--- src/rtl/pulse_mon_pkg.sv ---
// Shared definitions for the pulse sequence monitor.
//   state_e   : monitor FSM states (IDLE, ARMED, PULSED)
//   err_t     : 3-bit error code type and its named codes
//   err_merge : first-error-wins capture of the error code
package pulse_mon_pkg;

    typedef enum logic [1:0] {
        ST_IDLE   = 2'b00,
        ST_ARMED  = 2'b01,
        ST_PULSED = 2'b10
    } state_e;

    typedef logic [2:0] err_t;

    localparam err_t ERR_NONE     = 3'b000;
    localparam err_t ERR_NO_ARM   = 3'b001;
    localparam err_t ERR_NO_PULSE = 3'b010;
    localparam err_t ERR_DOUBLE   = 3'b011;
    localparam err_t ERR_TIMEOUT  = 3'b100;

    // Once an error is held it is never replaced; otherwise a new event is captured.
    function automatic err_t err_merge(input logic held_valid, input err_t held, input err_t evt);
        err_t res;
        if (held_valid) begin
            res = held;
        end else if (evt != ERR_NONE) begin
            res = evt;
        end else begin
            res = held;
        end
        return res;
    endfunction

endpackage

--- src/rtl/pulse_mon_sat_cnt.sv ---
// Saturating up-counter: counts inc strobes, sticks at all-ones, clr wins.
// Ports:
//   clk  : system clock (rising edge)
//   rstn : asynchronous active-low reset
//   clr  : synchronous clear to zero (priority over inc)
//   inc  : increment request
//   cnt  : registered count value
module pulse_mon_sat_cnt #(
    parameter int W = 8
) (
    input  logic         clk,
    input  logic         rstn,
    input  logic         clr,
    input  logic         inc,
    output logic [W-1:0] cnt
);

    logic [W-1:0] cnt_r;

    assign cnt = cnt_r;

    // Count register: clear, saturating increment, or hold.
    always_ff @(posedge clk or negedge rstn) begin
        if (!rstn) begin
            cnt_r <= {W{1'b0}};
        end else if (clr) begin
            cnt_r <= {W{1'b0}};
        end else if (inc && (cnt_r != {W{1'b1}})) begin
            cnt_r <= cnt_r + W'(1'b1);
        end else begin
            cnt_r <= cnt_r;
        end
    end

endmodule

--- src/rtl/pulse_seq_monitor.sv ---
// Watches an upstream FSM's ABOUT_TO_PULSE / COMB_PULSE / LEAVING indications
// and checks they follow arm -> pulse -> leave. Valid pulses are counted
// (saturating), a complete sequence strobes done_pulse, and the first protocol
// violation is latched in seq_err / err_code until clr.
// Optional feature macro: PULSE_MON_TIMEOUT_EN enables an ARMED-state watchdog
// of TIMEOUT_CYC cycles (error code 100); without it ARMED waits forever.
// Ports:
//   clk, rstn        : clock (rising edge), asynchronous active-low reset
//   about_to_pulse   : arm indication
//   comb_pulse       : pulse indication
//   leaving          : exit indication
//   clr              : synchronous clear of count, errors and state
//   pulse_cnt        : saturating count of valid pulses
//   done_pulse       : one-cycle strobe per valid arm-pulse-leave sequence
//   busy             : state is not IDLE
//   seq_err          : sticky error flag
//   err_code         : code of the first captured error
module pulse_seq_monitor
    import pulse_mon_pkg::*;
#(
    parameter int CNT_W       = 8,
    parameter int TIMEOUT_CYC = 16
) (
    input  logic             clk,
    input  logic             rstn,
    input  logic             about_to_pulse,
    input  logic             comb_pulse,
    input  logic             leaving,
    input  logic             clr,
    output logic [CNT_W-1:0] pulse_cnt,
    output logic             done_pulse,
    output logic             busy,
    output logic             seq_err,
    output logic [2:0]       err_code
);

    if (TIMEOUT_CYC < 1) begin : g_bad_timeout_cfg
        $error("pulse_seq_monitor: TIMEOUT_CYC must be at least 1");
    end

    state_e state_r;
    state_e state_nxt_s;
    logic   done_nxt_s;
    logic   inc_s;
    err_t   err_evt_s;
    logic   tmo_s;
    logic   done_r;
    logic   busy_r;
    logic   seq_err_r;
    err_t   err_code_r;

`ifdef PULSE_MON_TIMEOUT_EN
    localparam int TMR_W = $clog2(TIMEOUT_CYC + 1);

    logic [TMR_W-1:0] tmr_r;

    // Fires on the last allowed ARMED cycle without a pulse.
    assign tmo_s = (tmr_r == TMR_W'(TIMEOUT_CYC - 1));

    // Consecutive-ARMED-cycle timer; restarts whenever ARMED is entered or left.
    always_ff @(posedge clk or negedge rstn) begin
        if (!rstn) begin
            tmr_r <= {TMR_W{1'b0}};
        end else if (clr || (state_nxt_s != ST_ARMED) || (state_r != ST_ARMED)) begin
            tmr_r <= {TMR_W{1'b0}};
        end else begin
            tmr_r <= tmr_r + TMR_W'(1'b1);
        end
    end
`else
    assign tmo_s = 1'b0;
`endif

    // Next-state, count-increment, completion and error-event decode.
    always_comb begin
        state_nxt_s = state_r;
        done_nxt_s  = 1'b0;
        inc_s       = 1'b0;
        err_evt_s   = ERR_NONE;
        case (state_r)
            ST_IDLE: begin
                if (about_to_pulse) begin
                    state_nxt_s = ST_ARMED;
                end else if (comb_pulse) begin
                    err_evt_s = ERR_NO_ARM;
                end else begin
                    state_nxt_s = ST_IDLE;
                end
            end
            ST_ARMED: begin
                if (comb_pulse) begin
                    inc_s = 1'b1;
                    if (leaving) begin
                        // Pulse and leave together completes the sequence at once.
                        done_nxt_s  = 1'b1;
                        state_nxt_s = ST_IDLE;
                    end else begin
                        state_nxt_s = ST_PULSED;
                    end
                end else if (leaving) begin
                    state_nxt_s = ST_IDLE;
                    err_evt_s   = ERR_NO_PULSE;
                end else if (tmo_s) begin
                    state_nxt_s = ST_IDLE;
                    err_evt_s   = ERR_TIMEOUT;
                end else begin
                    state_nxt_s = ST_ARMED;
                end
            end
            ST_PULSED: begin
                if (comb_pulse) begin
                    // A second pulse poisons the sequence: no count, no done.
                    err_evt_s = ERR_DOUBLE;
                    if (leaving) begin
                        state_nxt_s = ST_IDLE;
                    end else begin
                        state_nxt_s = ST_PULSED;
                    end
                end else if (leaving) begin
                    done_nxt_s  = 1'b1;
                    state_nxt_s = ST_IDLE;
                end else begin
                    state_nxt_s = ST_PULSED;
                end
            end
            default: begin
                state_nxt_s = ST_IDLE;
            end
        endcase
    end

    // State and registered outputs; clr overrides every same-cycle event.
    always_ff @(posedge clk or negedge rstn) begin
        if (!rstn) begin
            state_r    <= ST_IDLE;
            done_r     <= 1'b0;
            busy_r     <= 1'b0;
            seq_err_r  <= 1'b0;
            err_code_r <= ERR_NONE;
        end else if (clr) begin
            state_r    <= ST_IDLE;
            done_r     <= 1'b0;
            busy_r     <= 1'b0;
            seq_err_r  <= 1'b0;
            err_code_r <= ERR_NONE;
        end else begin
            state_r    <= state_nxt_s;
            done_r     <= done_nxt_s;
            busy_r     <= (state_nxt_s != ST_IDLE);
            seq_err_r  <= seq_err_r | (err_evt_s != ERR_NONE);
            err_code_r <= err_merge(seq_err_r, err_code_r, err_evt_s);
        end
    end

    pulse_mon_sat_cnt #(
        .W (CNT_W)
    ) u_sat_cnt (
        .clk  (clk),
        .rstn (rstn),
        .clr  (clr),
        .inc  (inc_s & ~clr),
        .cnt  (pulse_cnt)
    );

    assign done_pulse = done_r;
    assign busy       = busy_r;
    assign seq_err    = seq_err_r;
    assign err_code   = err_code_r;

endmodule

--- config.mk ---
export PLATFORM = sky130hd
export DESIGN_NAME = pulse_seq_monitor
export DESIGN_NICKNAME = d
export VERILOG_FILES = /design/src/rtl/pulse_mon_pkg.sv /design/src/rtl/pulse_mon_sat_cnt.sv /design/src/rtl/pulse_seq_monitor.sv
export SDC_FILE = /design/constraint.sdc
export NUM_CORES = 1
export LEC_CHECK = 0
export ABC_CLOCK_PERIOD_IN_PS = 1800
export CAP_MARGIN = 20
export CORE_MARGIN = 5
export CORE_UTILIZATION = 43
export DETAILED_ROUTE_END_ITERATION = 7
export HOLD_SLACK_MARGIN = 0.05
export PLACE_DENSITY = 0.73
export SYNTH_ARGS = -nofsm -noshare
export SYNTH_HDL_FRONTEND = slang
export SYNTH_SLANG_ARGS = --single-unit
--- constraint.sdc ---
create_clock -name clk -period 1.8 [get_ports clk]
set_clock_uncertainty 0.1 [all_clocks]
set_input_delay 0.45 -clock clk [delete_from_list [all_inputs] [get_ports clk]]
set_output_delay 0.45 -clock clk [all_outputs]
set_load 0.02 [all_outputs]
==> reports/qor.csv, run 1 <==
metric,value,unit
clock_insertion_delay_worst_skew,280,ps
regToRegSetupSlack,90,ps
hold_path_class,in2async,
startpoint_class_of_the_critical_path,flip-flop,
net_count_reported_at_finish,130,
post_drt_via_cell_ratio,5.24,
achievable-frequency,0.574,GHz
timing.setup.critical_path_class,reg2out,
synthesis.area,852,sq um
synthXorXnorAreaFrac,0.0206,
htree_levels,1,
warnings_from_yosys,0,
detailroute.via_count,755,
min_period,1740,ps
ff_latch_area,375,sq um
number_of_synthesized_register_bits,15,
hold_violations,0,
crit_required,1250,ps
synth_adder_area_share,0.0881,
cts-root-to-sink-buffers,2,
detailedRoute.firstPassIterationCount,4,
synthesis.nets,96,
place_congestion,0.869,
count_of_hold_buffers_inserted_by_post_cts_repair,0,
gr-usage-all-layers,0.152,
timing.final.ws_setup,57.0,ps
synth-compound-area-share,0.192,
grt_most_used_layer,met2,
yosysSeqAreaShare,0.441,
final.period_utilization,0.968,
setup.worst_path.end_class,primary output,
post_route_cells_drive_above_1_share,0.248,
post_synth_mux_area_share,0.0235,
number_of_sinks_driven_by_the_clock_tree,15,
crit_family,buffers and inverters,
timing.critical_path.cells,clkdlybuf4s50_1,
final-max-slew-violation-count,0,
setup-tns-final,0,ps
die_width,54.5,microns
grt_use_met3,0.0327,
synth_top_family_by_area,simple AND/OR/NAND/NOR gates,
syn_area_per_cell,10.1,sq um
synth-edff-count,0,
grt_start_max_net_pins,16,
global_route_wire_length_before_repair,3.25,mm
highest_cell_delay_on_the_worst_timing_path,600,ps
ioPinCount,20,
cts_root_buffer,clkbuf_4,
met1_usage,0.178,
core_area,1920,sq um
post_synth_and_or_nand_nor_area_fraction,0.203,
drv_cap,0,
detail-route-antenna-nets,0,
dp_hpwl,1.48,mm
grtUsageMet2,0.265,
postSynth.topFlopCell,dfrtp_1,
floorplan.die.height,54.5,microns
n_antenna_cell,0,
synth_cell_types,32,
cpMaxStageDelayCell,clkdlybuf4s50_1,
total_power,0.679,mW
most-common-layout-cells,"dfrtp_1 (15), buf_4 (14), dlygate4sd2_1 (10), nand2_1 (8), clkdlybuf4s50_1 (6)",
std_cell_rows,16,
p_per_area,569,nW/um^2
critical_path_peak_fanout,1,
syn-instance-count,84,
avg_wl_per_cell,13.4,microns
critical_path.startpoint,busy$_DFF_PN0_,
drt_first_iter_violations,17,
async_reset_ff_frac,1.00,
gr-total-overflow,0,
cts_inserted_buffers,3,
final-setup-viol-count,0,
portBuffers,18,
run_status,completed,
leakage_power_of_the_design,0.615,nW
drc,0,
clkTransAtPathRegs,100,ps
tritoncts,yes,
floorplan.initialDensity,0.443,
critPathArrivalTime,1190,ps
maximum_vdd_drop,0.000541,V
finalWirelength,1.92,mm
cts_post_setup_buffers_inserted,0,
worst_r2r_path_depth,5,
r2r_start,u_sat_cnt.cnt[0]$_DFFE_PN0P_,
area_delta_synth_final,39.9,%
instances_no_fill,144,
fill_cells,172,
multi_input_comb_area,470,sq um
grt_antenna_before_repair,0,
place_worst_setup_slack,-207,ps
placed_cells_incl_taps,140,
grt_pass1_vias,802,
most_common_library_cell_in_the_layout_ignoring_fill_and_taps,dfrtp_1,
die-area,2970,sq um
path_buf_inv,1,
reg2reg_to,u_sat_cnt.cnt[7]$_DFFE_PN0P_,
layer usage:
metal	routed length [microns]	share of wire
met1	861	0.45
met5	0	0
met3	94	0.049
met4	13	0.0068
met2	954	0.50
per-stage QoR:
stage / area [sq um] / hold WS [ps] / utilization
after floorplan: 852 / 54.4 / -
after global placement: 1150 / 412 / 0.601
after detailed placement: 1150 / 418 / 0.601
after CTS: 1170 / 376 / 0.609
after global routing: 1190 / 391 / 0.620
final: 1190 / 374 / 0.620
kinds of logic (layout without fill, tap and decap cells):
| group | after synthesis | after routing |
|---|---|---|
| xor gates and xnor gates | 2 | 2 |
| and+or+nand+nor | 31 | 31 |
| AOI/OAI and AO/OA | 22 | 22 |
| muxes | 2 | 2 |
| adders and majority gates | 6 | 6 |
| DFF | 15 | 15 |
| buffers and inverters | 5 | 38 |
| other | 1 | 1 |
cells in the mapped netlist, types with 2 or more instances:
master,count,share of area
a21oi_1,7,0.041
dfrtp_1,15,0.44
ha_1,6,0.088
inv_1,2,0.0088
mux2i_1,2,0.023
nand2_1,8,0.035
nand3_1,4,0.023
nor2_1,5,0.022
nor2b_1,2,0.015
nor3_1,4,0.023
o21ai_0,2,0.012
o21ba_2,2,0.023
o31ai_1,2,0.018
or4_1,4,0.035
xor2_1,2,0.021
where the power goes:
group          internal (mW)  total (mW)  switching (mW)
Clock                 0.0823       0.189           0.106
Sequential             0.349       0.359         0.00994
Combinational         0.0645       0.131          0.0667
Total                  0.496       0.679           0.183
registers in the layout, indices dropped and copies added, names as in the netlist:
signal and flops:
u_sat_cnt.cnt 8, err_code 2, busy 1, state_r 2, done_pulse 1, seq_err 1
worst max-delay path by stage:
stage,slack [ps],to,depth (start not counted)
final,60,busy,1
after floorplan,40,u_sat_cnt.cnt[7]$_DFFE_PN0P_,5
after CTS,2,err_code[0],1
after global placement,-180,u_sat_cnt.cnt[7]$_DFFE_PN0P_,5
after global routing,-10,u_sat_cnt.cnt[7]$_DFFE_PN0P_,6
after detailed placement,-210,u_sat_cnt.cnt[5]$_DFFE_PN0P_,5
layout make-up:
type	instances	area share
inverters	2	0.00630
clock buffers	3	0.0189
repair buffers	32	0.233
flip-flops and latches	15	0.315
clock inverters	1	0.00420
well taps	27	0.0283
multi-input cells	64	0.395
what timing repair did:
action	4_1_cts	5_1_grt
hold endpoints to repair	0	0
setup endpoints to repair	10	5
resized for setup	10	8
pin swaps	0	1
Power figures use the tool's default switching activity.
==> run 2: changes to the inputs <==
Settings changed: ABC_CLOCK_PERIOD_IN_PS 1800 to 2300, CORE_UTILIZATION 43 to 40, CTS_CLUSTER_SIZE set to 10, PLACE_DENSITY 0.73 to 0.66.
Clock period 1.8 ns to 2.3 ns, I/O delays scaled along.
==> run 2 against run 1 <==
- utilization fell by 7.2 points
- critical path depth did not move
- via count fell by 6.8%
- clock-buffer cell count rose by 1
- sequential cell count did not move
- wire length fell by 8.7%
- first-iteration DRC count fell by 41%
- clock power fell by 19%
- highest routed layer is now met3
==> reports/qor.csv, run 2 (synthesized netlist as in run 1, its figures left out) <==
metric,value,unit,change
number_of_sinks_driven_by_the_clock_tree,15,,unchanged
drv_cap,0,,unchanged
highest_cell_delay_on_the_worst_timing_path,650,ps,+50 ps
cts_root_buffer,clkbuf_4,,
hold_path_class,reg2reg,,
cts-root-to-sink-buffers,2,,unchanged
gr-usage-all-layers,0.118,,-0.0346
clkTransAtPathRegs,90,ps,about the same
htree_levels,1,,unchanged
place_worst_setup_slack,87.1,ps,+295 ps
setup.worst_path.end_class,primary output,,
most-common-layout-cells,"clkdlybuf4s50_1 (18), dfrtp_1 (15), nand2_1 (8), a21oi_1 (7), ha_1 (6)",,
cts_post_setup_buffers_inserted,0,,unchanged
core_area,2000,sq um,+4.2%
portBuffers,18,,unchanged
achievable-frequency,0.478,GHz,
startpoint_class_of_the_critical_path,flip-flop,,
path_buf_inv,1,,unchanged
n_antenna_cell,0,,unchanged
grt_pass1_vias,650,,-19%
final.period_utilization,0.910,,
avg_wl_per_cell,13.2,microns,-1.2%
floorplan.die.height,56.2,microns,+3.0%
setup-tns-final,0,ps,unchanged
timing.setup.critical_path_class,reg2out,,
post_route_cells_drive_above_1_share,0.104,,-0.144
clock_insertion_delay_worst_skew,290,ps,about the same
crit_family,buffers and inverters,,
cpMaxStageDelayCell,clkdlybuf4s50_1,,
timing.final.ws_setup,207,ps,+150 ps
worst_r2r_path_depth,6,,+1
drc,0,,unchanged
detailedRoute.firstPassIterationCount,4,,unchanged
detailroute.via_count,704,,-6.8%
critPathArrivalTime,1420,ps,+230 ps
dp_hpwl,1.36,mm,-8.1%
fill_cells,190,,+10%
grt_start_max_net_pins,16,,unchanged
cts_inserted_buffers,3,,unchanged
std_cell_rows,16,,unchanged
net_count_reported_at_finish,119,,-8.5%
area_delta_synth_final,28.9,%,
critical_path_peak_fanout,7,,+6
count_of_hold_buffers_inserted_by_post_cts_repair,0,,unchanged
timing.critical_path.cells,clkdlybuf4s50_1,,
gr-total-overflow,0,,unchanged
hold_violations,0,,unchanged
detail-route-antenna-nets,0,,unchanged
rsz_0062_raised_after_global_routing,no,,
timing.hold.worst_path_depth,2,,
maximum_vdd_drop,0.000318,V,-41%
most_common_library_cell_in_the_layout_ignoring_fill_and_taps,clkdlybuf4s50_1,,
place_congestion,0.788,,-9.2%
finalWirelength,1.76,mm,-8.7%
grt_antenna_before_repair,0,,unchanged
post_drt_via_cell_ratio,5.29,,+0.96%
p_per_area,481,nW/um^2,-16%
final-setup-viol-count,0,,unchanged
run_status,completed,,
die_width,56.2,microns,+3.0%
leakage_power_of_the_design,0.474,nW,-23%
die-area,3150,sq um,+6.1%
final-max-slew-violation-count,0,,unchanged
tritoncts,yes,,
worstSetupPathDepth,1,,unchanged
drt_first_iter_violations,10,,-7
floorplan.initialDensity,0.426,,-0.0177
ioPinCount,20,,unchanged
cts_resized,0,,-10
crit_required,1620,ps,+370 ps
largest_register_ff_count,8,,unchanged
min_period,2090,ps,
global_route_wire_length_before_repair,2.90,mm,-11%
run 2: worst register-to-register path, stage by stage, from the launching register on:
cell,delay [ps]
dfrtp_1,420
inv_1,110
ha_1,220
nand2_1,100
o21bai_4,230
or4_1,480
a21oi_1,170
run 2: per-stage QoR:
step | cell area, sq um | total power [mW] | hold slack, ps | instances | utilization
final | 1100 | 0.528 | 432 | 133 | 0.549
after global routing | 1100 | 0.559 | 460 | 133 | 0.549
after CTS | 1100 | 0.532 | 431 | 133 | 0.549
after detailed placement | 1070 | 0.381 | 418 | 129 | 0.536
after global placement | 1070 | 0.379 | 413 | 129 | 0.536
after floorplan | 852 | 0.338 | 179 | 84 | -
run 2: where the power goes:
part / total [mW] / leakage (nW) / internal [mW] / switching, mW
combinational: 0.0935 / 0.253 / 0.0447 / 0.0488
sequential: 0.281 / 0.205 / 0.273 / 0.00810
clock: 0.153 / 0.0150 / 0.0674 / 0.0858
total: 0.528 / 0.474 / 0.385 / 0.143
run 2: layer usage:
layer	global-route usage	vias to the layer above	routed length [microns]
li1	-	349	-
met1	0.134	338	779
met2	0.194	17	880
met3	0.0534	0	96
met4	0.0407	0	0
met5	0	-	0
run 2: final timing paths:
check / from / end / slack [ps]
min in group asynchronous: rstn / u_sat_cnt.cnt[0]$_DFFE_PN0P_ / 500
setup / recovery: u_sat_cnt.cnt[3]$_DFFE_PN0P_ / pulse_cnt[3] / 210
hold reg to reg: err_code[0]$_DFFE_PN0P_ / err_code[0]$_DFFE_PN0P_ / 430
max in group asynchronous: rstn / u_sat_cnt.cnt[5]$_DFFE_PN0P_ / 1430
hold / removal: err_code[0]$_DFFE_PN0P_ / err_code[0]$_DFFE_PN0P_ / 430
setup reg to reg: state_r[1]$_DFF_PN0_ / u_sat_cnt.cnt[5]$_DFFE_PN0P_ / 390
run 2: area by class of cell:
type                    instances  area (sq um)  share of cell area
clock buffers                   4          26.3              0.0239
inverters                       2          7.51             0.00683
multi-input cells              64           453               0.412
flip-flops and latches         15           375               0.342
well taps                      27          33.8              0.0308
repair buffers                 21           203               0.185
==> run 3: changes to the inputs <==
Settings changed: GPL_ROUTABILITY_DRIVEN set to 0, SETUP_SLACK_MARGIN set to 0.02, SLEW_MARGIN set to 20.
==> results of run 3 <==
Final layout, timing and power as in run 2 (identical DEF).
